[config.mk]
export PLATFORM = sky130hd
export DESIGN_NAME = mem_bus_responder
export DESIGN_NICKNAME = d
export VERILOG_FILES = /design/src/rtl/mem_bus_responder_pkg.sv /design/src/rtl/mem_bus_responder_fifo.sv /design/src/rtl/mem_bus_responder.sv
export SDC_FILE = /design/constraint.sdc
export NUM_CORES = 1
export LEC_CHECK = 0
export ABC_AREA = 0
export BUFFER_PORTS_ARGS = -buffer_cell sky130_fd_sc_hd__buf_2
export CAP_MARGIN = 5
export CORE_MARGIN = 10
export CORE_UTILIZATION = 55
export DETAILED_ROUTE_END_ITERATION = 10
export PLACE_DENSITY = 0.79
export SLEW_MARGIN = 20
export SYNTH_ARGS = -nofsm -noshare
export SYNTH_HDL_FRONTEND = slang
export SYNTH_SLANG_ARGS = --single-unit
[constraint.sdc]
create_clock -name clk_in -period 5.4 [get_ports clk_in]
set_input_delay 0.81 -clock clk_in [delete_from_list [all_inputs] [get_ports clk_in]]
set_output_delay 0.81 -clock clk_in [all_outputs]
set_load 0.01 [all_outputs]
[src/rtl/mem_bus_responder_pkg.sv]
// Shared bus and IO map definitions for the memory bus responder.
// The IO window is selected by address bits 17:16 and holds two byte ports.
package mem_bus_responder_pkg;

    localparam int unsigned BUS_AW = 32;
    localparam int unsigned BUS_DW = 8;
    localparam int unsigned RAM_AW = 17;
    localparam int unsigned DEC_AW = 18;

    localparam int unsigned IO_DEC_HI  = 17;
    localparam int unsigned IO_DEC_LO  = 16;
    localparam logic [1:0]  IO_DEC_SEL = 2'b11;

    localparam logic [DEC_AW-1:0] IO_BASE     = 18'h30000;
    localparam logic [DEC_AW-1:0] IO_OFS_DATA = 18'h00000;
    localparam logic [DEC_AW-1:0] IO_OFS_CTRL = 18'h00004;

    localparam logic [DEC_AW-1:0] IO_DATA_ADDR = IO_BASE | IO_OFS_DATA;
    localparam logic [DEC_AW-1:0] IO_CTRL_ADDR = IO_BASE | IO_OFS_CTRL;

    typedef enum logic {
        SRC_RAM = 1'b0,
        SRC_IO  = 1'b1
    } rd_src_e;

    function automatic logic is_io(input logic [DEC_AW-1:0] addr);
        return addr[IO_DEC_HI:IO_DEC_LO] == IO_DEC_SEL;
    endfunction

endpackage

[src/rtl/mem_bus_responder_fifo.sv]
// Power-of-two byte FIFO with a combinational head; a push while full is
// refused based on the count before any same-cycle pop.
module byte_fifo #(
    parameter int unsigned DEPTH = 16
) (
    input  logic                     clk_i,
    input  logic                     rst_i,
    input  logic                     push_i,
    input  logic [7:0]               din_i,
    input  logic                     pop_i,
    output logic                     full_o,
    output logic [$clog2(DEPTH):0]   count_o,
    output logic [$clog2(DEPTH):0]   count_next_o,
    output logic [7:0]               head_o
);

    localparam int unsigned AW = $clog2(DEPTH);
    localparam int unsigned CW = AW + 1;

    logic [7:0]    mem_q [DEPTH];
    logic [AW-1:0] wptr_q, wptr_d;
    logic [AW-1:0] rptr_q, rptr_d;
    logic [CW-1:0] count_q, count_d;
    logic          do_push, do_pop;

    assign full_o  = (count_q == CW'(DEPTH));
    assign do_push = push_i & ~full_o;
    assign do_pop  = pop_i & (count_q != '0);

    always_comb begin
        wptr_d  = wptr_q;
        rptr_d  = rptr_q;
        count_d = count_q;
        if (do_push) wptr_d = wptr_q + 1'b1;
        if (do_pop)  rptr_d = rptr_q + 1'b1;
        case ({do_push, do_pop})
            2'b10:   count_d = count_q + 1'b1;
            2'b01:   count_d = count_q - 1'b1;
            default: count_d = count_q;
        endcase
    end

    always_ff @(posedge clk_i or posedge rst_i) begin
        if (rst_i) begin
            wptr_q  <= '0;
            rptr_q  <= '0;
            count_q <= '0;
        end else begin
            wptr_q  <= wptr_d;
            rptr_q  <= rptr_d;
            count_q <= count_d;
        end
    end

    always_ff @(posedge clk_i) begin
        if (do_push) mem_q[wptr_q] <= din_i;
    end

    assign count_o      = count_q;
    assign count_next_o = count_d;
    assign head_o       = mem_q[rptr_q];

endmodule

[src/rtl/mem_bus_responder.sv]
// Memory-bus responder: routes CPU accesses to RAM or to a small IO block
// (UART tx/rx byte port, program-stop flag, snapshotted cycle counter).
module mem_bus_responder
    import mem_bus_responder_pkg::*;
#(
    parameter int unsigned TX_DEPTH    = 16,
    parameter int unsigned FULL_MARGIN = 2
) (
    input  logic               clk_in,
    input  logic               rst_in,
    input  logic               mem_en,
    input  logic               mem_wr,
    input  logic [BUS_AW-1:0]  mem_a,
    input  logic [BUS_DW-1:0]  mem_dout,
    output logic [BUS_DW-1:0]  mem_din,
    output logic               io_buffer_full,
    output logic               ram_en,
    output logic               ram_we,
    output logic [RAM_AW-1:0]  ram_addr,
    output logic [BUS_DW-1:0]  ram_wdata,
    input  logic [BUS_DW-1:0]  ram_rdata,
    output logic               tx_valid,
    output logic [BUS_DW-1:0]  tx_data,
    input  logic               tx_ready,
    input  logic               rx_valid,
    input  logic [BUS_DW-1:0]  rx_data,
    output logic               rx_ready,
    output logic               program_done,
    output logic               tx_overflow
);

    localparam int unsigned   CW          = $clog2(TX_DEPTH) + 1;
    localparam logic [CW-1:0] FULL_THRESH = CW'(TX_DEPTH - FULL_MARGIN);

    logic [DEC_AW-1:0] io_ofs;
    logic              unused_addr_hi;
    logic              io_acc, rd_req, wr_req, ctrl_wr;
    logic              tx_push, tx_pop, tx_full;
    logic [CW-1:0]     tx_count, tx_count_next;
    logic [BUS_DW-1:0] io_rbyte;
    logic              rx_pop, snap_load;

    logic [31:0]       cnt_q, cnt_d;
    logic [31:0]       snap_q, snap_d;
    rd_src_e           src_q, src_d;
    logic              rd_vld_q, rd_vld_d;
    logic [BUS_DW-1:0] io_q, io_d;
    logic [BUS_DW-1:0] hold_q, hold_d;
    logic              rx_ready_q, rx_ready_d;
    logic              done_q, done_d;
    logic              ovf_q, ovf_d;
    logic              io_full_q, io_full_d;

    assign io_ofs         = mem_a[DEC_AW-1:0];
    assign unused_addr_hi = ^mem_a[BUS_AW-1:DEC_AW];
    assign io_acc         = is_io(io_ofs);
    assign rd_req         = mem_en & ~mem_wr;
    assign wr_req         = mem_en & mem_wr;

    assign ram_en    = mem_en & ~io_acc;
    assign ram_we    = mem_wr & ~io_acc;
    assign ram_addr  = mem_a[RAM_AW-1:0];
    assign ram_wdata = mem_dout;

    assign tx_push  = wr_req & io_acc & (io_ofs == IO_DATA_ADDR) & (mem_dout != '0);
    assign ctrl_wr  = wr_req & io_acc & (io_ofs == IO_CTRL_ADDR);
    assign tx_valid = (tx_count != '0);
    assign tx_pop   = tx_valid & tx_ready;

    byte_fifo #(
        .DEPTH (TX_DEPTH)
    ) u_tx_fifo (
        .clk_i        (clk_in),
        .rst_i        (rst_in),
        .push_i       (tx_push),
        .din_i        (mem_dout),
        .pop_i        (tx_pop),
        .full_o       (tx_full),
        .count_o      (tx_count),
        .count_next_o (tx_count_next),
        .head_o       (tx_data)
    );

    // Byte 0 of the counter comes live and loads the snapshot; bytes 1-3
    // come from the snapshot so a multi-byte read never tears on a carry.
    always_comb begin
        io_rbyte  = '0;
        rx_pop    = 1'b0;
        snap_load = 1'b0;
        if (rd_req && io_acc) begin
            case (io_ofs)
                IO_DATA_ADDR: begin
                    if (rx_valid) begin
                        io_rbyte = rx_data;
                        rx_pop   = 1'b1;
                    end
                end
                IO_CTRL_ADDR: begin
                    io_rbyte  = cnt_q[7:0];
                    snap_load = 1'b1;
                end
                IO_CTRL_ADDR + 18'd1: io_rbyte = snap_q[15:8];
                IO_CTRL_ADDR + 18'd2: io_rbyte = snap_q[23:16];
                IO_CTRL_ADDR + 18'd3: io_rbyte = snap_q[31:24];
                default:              io_rbyte = '0;
            endcase
        end
    end

    // RAM data arrives a cycle late, so the read mux sits after the registers
    // and a hold copy keeps mem_din stable across non-read cycles.
    assign mem_din = rd_vld_q ? ((src_q == SRC_RAM) ? ram_rdata : io_q) : hold_q;

    always_comb begin
        cnt_d      = cnt_q + 32'd1;
        snap_d     = snap_load ? cnt_q : snap_q;
        rd_vld_d   = rd_req;
        src_d      = src_q;
        io_d       = io_q;
        if (rd_req) begin
            src_d = io_acc ? SRC_IO : SRC_RAM;
            io_d  = io_rbyte;
        end
        hold_d     = mem_din;
        rx_ready_d = rx_pop;
        done_d     = done_q | ctrl_wr;
        ovf_d      = ovf_q | (tx_push & tx_full);
        io_full_d  = (tx_count_next >= FULL_THRESH);
    end

    always_ff @(posedge clk_in or posedge rst_in) begin
        if (rst_in) begin
            cnt_q      <= '0;
            snap_q     <= '0;
            src_q      <= SRC_RAM;
            rd_vld_q   <= 1'b0;
            io_q       <= '0;
            hold_q     <= '0;
            rx_ready_q <= 1'b0;
            done_q     <= 1'b0;
            ovf_q      <= 1'b0;
            io_full_q  <= 1'b0;
        end else begin
            cnt_q      <= cnt_d;
            snap_q     <= snap_d;
            src_q      <= src_d;
            rd_vld_q   <= rd_vld_d;
            io_q       <= io_d;
            hold_q     <= hold_d;
            rx_ready_q <= rx_ready_d;
            done_q     <= done_d;
            ovf_q      <= ovf_d;
            io_full_q  <= io_full_d;
        end
    end

    assign rx_ready       = rx_ready_q;
    assign program_done   = done_q;
    assign tx_overflow    = ovf_q;
    assign io_buffer_full = io_full_q;

endmodule

==> results of run 1 <==
kinds of logic (layout without fill, tap and decap cells):
| kind of cell | Yosys count | after routing | share of synthesized area, % |
|---|---|---|---|
| AO/OA/AOI/OAI | 38 | 38 | 2.53 |
| XOR/XNOR | 42 | 42 | 3.91 |
| adder cells (fa/ha/maj) | 9 | 9 | 1.20 |
| buffers and inverters | 77 | 164 | 4.31 |
| flip-flops | 219 | 219 | 65.1 |
| multiplexers | 82 | 82 | 15.5 |
| AND/OR/NAND/NOR | 131 | 131 | 7.45 |
worst max-delay path: stages, from the launching register on:
cell     delay (ns)
dfrtp_2        0.84
buf_4          0.41
mux4_2         0.56
mux4_2         0.48
buf_2          0.16
power by group through the flow:
stage | Sequential, mW | Clock, mW | Combinational [mW]
2_1_floorplan | 1.88 | 0 | 0.674
3_3_place_gp | 1.98 | 0 | 0.793
3_5_place_dp | 1.99 | 0 | 0.812
4_1_cts | 1.96 | 1.65 | 0.816
5_1_grt | 1.97 | 1.73 | 0.867
6_report | 1.95 | 1.63 | 0.804
cells in the final DEF (no fill, tap or decap), types with 2 or more instances in the layout:
master        n
bufinv_16     4
clkinv_2      2
nor4_1        7
and2_1        4
nand3b_1      3
edfxtp_1    128
o21ai_0      11
ha_1          9
a21o_1        8
buf_2        95
nand2b_1      7
nand2_1      28
mux2i_1       8
mux2_2       26
or2_2         2
xor2_1       19
clkbuf_16    23
inv_1        25
or4_1         4
xnor2_1      23
mux4_2       47
nand4_1       9
nor2_1       34
clkinvlp_4    2
clkbuf_8      3
nand3_1       8
buf_4         3
nor3_2        4
and3_1        2
clkinv_1      2
o31ai_1       2
clkbuf_1      4
a21oi_1      11
dfrtp_1      90
nor3_1        9
state kept, by name, indices dropped and copies added (netlist names), 4 cells and up:
name and count:
io_q 8, u_tx_fifo.count_o 5, snap_q 24, u_tx_fifo.wptr_q 4
u_tx_fifo.rptr_q 4, cnt_q 32, hold_q 8, u_tx_fifo.mem_q 128
layout make-up:
| type | count | area [um2] | area share, % |
|---|---|---|---|
| clock inverter | 10 | 156 | 1.46 |
| tap | 220 | 275 | 2.58 |
| inverter | 26 | 98.8 | 0.926 |
| timing repair buffer | 98 | 498 | 4.66 |
| clock buffer | 30 | 632 | 5.92 |
| sequential | 219 | 6120 | 57.3 |
| multi-input combinational | 302 | 2900 | 27.1 |
worst max-delay path by stage:
stage / end / cells after the start / slack [ns] / startpoint
2_1_floorplan: io_buffer_full / 13 / 1.62 / mem_a[1]
5_1_grt: tx_data[3] / 4 / 1.46 / u_tx_fifo.rptr_q[0]
6_report: tx_data[3] / 4 / 1.64 / u_tx_fifo.rptr_q[0]
4_1_cts: tx_data[3] / 4 / 1.57 / u_tx_fifo.rptr_q[0]
3_3_place_gp: io_buffer_full / 12 / 1.36 / mem_dout[0]
3_5_place_dp: io_buffer_full / 12 / 1.25 / mem_dout[0]
cells in the mapped netlist (all sizes together), types with 2 or more instances:
library cell,number,share of area [%]
mux2i,8,0.85
and2,4,0.27
xor2,19,1.8
nand2b,8,0.61
a21o,8,0.64
nor4,8,0.60
ha,9,1.2
o21ai,11,0.59
nand4,10,0.73
inv,26,1.0
buf,36,2.7
o31ai,2,0.16
nand2,28,1.1
mux4,48,12
nand3,8,0.43
nor3,13,0.69
and3,2,0.13
dfrtp,91,24
nor2,36,1.5
edfxtp,128,41
or4,4,0.32
a21oi,11,0.59
nand3b,3,0.24
clkbuf,15,0.60
mux2,26,3.1
xnor2,23,2.1
or2,2,0.13
metrics by stage:
stage                     hold slack, ns  instance area (um2)  cells  utilization [%]  setup slack, ns
after floorplan                    0.436                 9400    598                -             1.62
after global placement             0.450                 9890    865             59.4             1.36
after detailed placement           0.461                 9890    865             59.4             1.25
after CTS                          0.473                10700    905             64.2             1.57
after global routing               0.502                10700    905             64.2             1.46
final                              0.465                10700    905             64.2             1.64
routing by layer:
layer	wire length [um]	track usage, %	up-vias
met4	314	4.09	0
met3	1150	2.76	33
met5	0	0	-
met1	7890	23.5	2713
li1	-	-	2337
met2	11000	31.4	179
==> results.py, run 1 <==
metrics = {
    "outcome": {
        "status": "finished, final reports clean",
    },
    "synthesis": {
        "avgSynthCellArea_um2": 15.7,
        "synth_edf_count": 128,
        "synth_ff_type": "edfxtp_1",
        "syn_inst": 598,
        "synth_warnings": 0,
        "async_flop_share_pct": 41.6,
        "ys_seq_elements": 219,
        "synth_fp_nets": 669,
        "yosysUniqueCellTypes": 47,
        "syn_area_um2": 9400,
        "synth_seq_area_share_pct": 65.1,
    },
    "setup_path": {
        "timing.rr.start": "u_tx_fifo.count_o[1]",
        "arrival_ns": 2.95,
        "cp_max_fo": 22,
        "end_kind": "primary output",
        "critical_path_class": "flop to primary output",
        "worstPathRequired_ns": 4.59,
        "r2r_slack_ns": 2.25,
        "r2r_end": "io_buffer_full",
        "start_kind": "flop",
        "r2r_cells": 11,
    },
    "cts": {
        "ctsRootBufferMaster": "clkbuf_16",
        "cts-htree-levels": 1,
        "clkLatencyLatePin_ns": 0.50,
        "tritoncts": "built",
        "cts_resized": 0,
        "cts_buffers": 22,
        "cts_sinks": 219,
        "cts.clk_slew.worst_paths_ns": 0.06,
        "cts_hold_buf": 0,
        "cts_max_path_buffers": 3,
        "cts_setup_buffers": 0,
    },
    "sta": {
        "drv_slew": 0,
        "fmax_mhz": 266,
        "rsz0062_at_grt": "false",
        "min_period_ns": 3.76,
        "worst_pin_slew_ns": 1.10,
        "finalClockSkew_ns": 0.0103,
        "setup_tns_ns": 0,
        "finalCritPeriodShare_pct": 69.6,
        "finalHoldViolations": 0,
        "slew_headroom_pct": 26.3,
        "setup_viol": 0,
    },
    "worst_hold_path": {
        "worstHoldPathType": "flop to flop",
        "hp-start": "cnt_q[31]",
        "hold-path-cell-count": 1,
        "whs_endpoint": "cnt_q[31]",
    },
    "power": {
        "internal_power_mw": 3.29,
        "pwr-share-comb_pct": 18.3,
        "total_leakage_power_nw": 4.23,
        "netSwitchingPower_mw": 1.10,
        "switching_share_pct": 25.1,
        "p_per_area_nw_per_um2": 411,
        "p_clk_share_pct": 37.2,
        "p_seq_share_pct": 44.5,
        "vdd_drop_max_mv": 0.226,
        "total_power_mw": 4.39,
    },
    "die": {
        "floorplan.initialDensity_pct": 56.5,
        "die_height_um": 151,
        "num_rows": 47,
        "num_io_pins": 110,
        "die_width_um": 151,
        "core_area_um2": 16600,
        "dieArea_um2": 22700,
    },
    "route": {
        "drtPass1Iterations": 5,
        "ant_nets": 0,
        "viasPerCell": 5.81,
        "wl_per_cell_um": 22.5,
        "dr.first_iter.drc_count": 515,
        "drcViolationCount": 0,
        "finalWirelength_um": 20400,
        "vias": 5262,
    },
    "layout": {
        "fill_cells": 1111,
        "diodes": 0,
        "area_growth_pct": 13.6,
        "nets": 740,
        "drive_gt1_share_pct": 32.3,
    },
    "job": {
        "drv_cap": 0,
    },
    "placed_design": {
        "dp_hpwl_um": 13300,
        "io_buffer_count": 95,
        "gp_congestion": 0.888,
    },
    "grt": {
        "grt_pass1_wl_um": 32200,
        "grt_max_degree": 54,
        "track_usage_pct": 18.1,
        "antenna_found_initial": 0,
        "overflow": 0,
        "grt_pass1_vias": 5562,
    },
}
Power figures use the tool's default switching activity.
==> run 2, diff against run 1 <==
Settings changed: CORE_UTILIZATION 55 to 53.
Clock period 5.4 ns to 3.4 ns, I/O delays scaled along.
==> results.py, run 2 (synthesis gave the netlist of run 1 again) <==
metrics = {
    "power": {
        "total_leakage_power_nw": 4.41,
        "p_per_area_nw_per_um2": 638,
        "vdd_drop_max_mv": 0.859,
        "total_power_mw": 6.99,
    },
    "sta": {
        "min_period_ns": 3.09,
        "finalHoldViolations": 0,
        "worst_pin_slew_ns": 0.702,
        "hold_slack_ns": 0.215,
        "slew_headroom_pct": 53.2,
        "setup_viol": 0,
        "worst_slack_ns": 0.312,
        "drv_slew": 0,
        "finalClockSkew_ns": 0.00874,
        "finalCritPeriodShare_pct": 90.8,
        "rsz0062_at_grt": "false",
        "setup_tns_ns": 0,
        "fmax_mhz": 324,
    },
    "layout": {
        "diodes": 0,
        "fin_area_um2": 11000,
        "largestRegisters": "u_tx_fifo.mem_q: 128 flops, cnt_q: 32 flops, snap_q: 24 flops",
        "layoutNonFillerInstCount": 947,
        "regMostFlops": "u_tx_fifo.mem_q",
        "layout_commonest_cell": "edfxtp_1",
        "area_growth_pct": 16.6,
        "mostFrequentLayoutCells": "edfxtp_1, buf_2, dfrtp_1",
        "utilization_pct": 63.1,
        "nets": 777,
        "drive_gt1_share_pct": 34.8,
        "largest_reg_flops": 128,
    },
    "setup_path": {
        "worstPathRequired_ns": 3.79,
        "start_kind": "flop",
        "cp_max_fo": 7,
        "arrival_ns": 3.47,
        "critical_path_class": "flop to flop",
        "path_depth": 10,
        "slowest_stage": "or4_1",
        "crit_family": "simple AND/OR/NAND/NOR gates",
        "crit_chain": "nor4_1 > nand2b_1 > and2_1 > ha_1 > xor2_1 > ha_1 > or4_1 > a31oi_1 > xor2_1 > a31o_2",
        "cp_slowest_stage_delay_ns": 0.47,
        "critPathBufInv": 0,
        "end_kind": "flop",
        "r2r_cells": 10,
    },
    "cts": {
        "cts_sinks": 219,
        "cts_setup_buffers": 0,
        "cts_max_path_buffers": 3,
        "cts_hold_buf": 1,
        "cts.clk_slew.worst_paths_ns": 0.06,
        "ctsRootBufferMaster": "clkbuf_16",
        "tritoncts": "built",
        "cts_buffers": 22,
        "clkLatencyLatePin_ns": 0.49,
        "cts_resized": 0,
        "cts-htree-levels": 1,
    },
    "route": {
        "wl_per_cell_um": 21.5,
        "ant_nets": 0,
        "viasPerCell": 5.70,
        "drtPass1Iterations": 5,
        "vias": 5401,
        "finalWirelength_um": 20300,
        "dr.first_iter.drc_count": 366,
        "drcViolationCount": 0,
    },
    "worst_hold_path": {
        "hold-path-cell-count": 2,
        "worstHoldPathType": "primary input to flop",
    },
    "die": {
        "num_rows": 48,
        "dieArea_um2": 23500,
        "num_io_pins": 110,
        "floorplan.initialDensity_pct": 54.2,
        "core_area_um2": 17400,
        "die_height_um": 153,
        "die_width_um": 153,
    },
    "placed_design": {
        "dp_hpwl_um": 13900,
        "dp.cells": 906,
        "preCtsSetupSlack_ns": -0.0431,
        "gp_congestion": 0.839,
        "postPlaceCellArea_um2": 10200,
        "io_buffer_count": 95,
    },
    "grt": {
        "grt_max_degree": 85,
        "overflow": 0,
        "grt_pass1_wl_um": 32100,
        "antenna_found_initial": 0,
        "track_usage_pct": 16.8,
        "grt_pass1_vias": 5782,
    },
    "job": {
        "drv_cap": 0,
    },
    "outcome": {
        "status": "finished, final reports clean",
    },
}
## run 2: final cells by class
| cell class | count | area, um2 |
|---|---|---|
| fillers | 1222 | 6400 |
| flip-flops and latches | 219 | 6120 |
| multi-input cells | 302 | 2880 |
| repair buffers | 135 | 803 |
| clock buffers | 26 | 587 |
| well taps | 225 | 282 |
| clock inverters | 14 | 191 |
| inverters | 26 | 98.8 |
## run 2: routing by layer
layer  up-vias  part of all wire (%)  wire (um)  global-route usage, %
met4         0                   1.9        382                   4.27
met2       175                    54      10900                   30.3
li1       2410                     -          -                      -
met5         -                     0          0                      0
met3        31                   5.0       1020                   2.72
met1      2785                    39       8020                   20.6
## run 2: final timing paths
| check | startpoint | end | slack, ns |
|---|---|---|---|
| setup / recovery | u_tx_fifo.count_o[1] | io_buffer_full | 0.31 |
| hold / removal | rx_data[6] | io_q[6] | 0.22 |
| setup reg to reg | u_tx_fifo.count_o[1] | io_buffer_full | 0.31 |
| hold reg to reg | cnt_q[31] | cnt_q[31] | 0.47 |
| max in group asynchronous | rst_in | cnt_q[17] | 2.29 |
| min in group asynchronous | rst_in | io_buffer_full | 0.45 |
## run 2: where the power goes
part / switching [mW] / leakage [nW] / internal (mW)
clock network: 0.957 / 0.377 / 1.61
logic: 0.644 / 1.69 / 0.746
registers: 0.136 / 2.34 / 2.90
total: 1.74 / 4.41 / 5.25
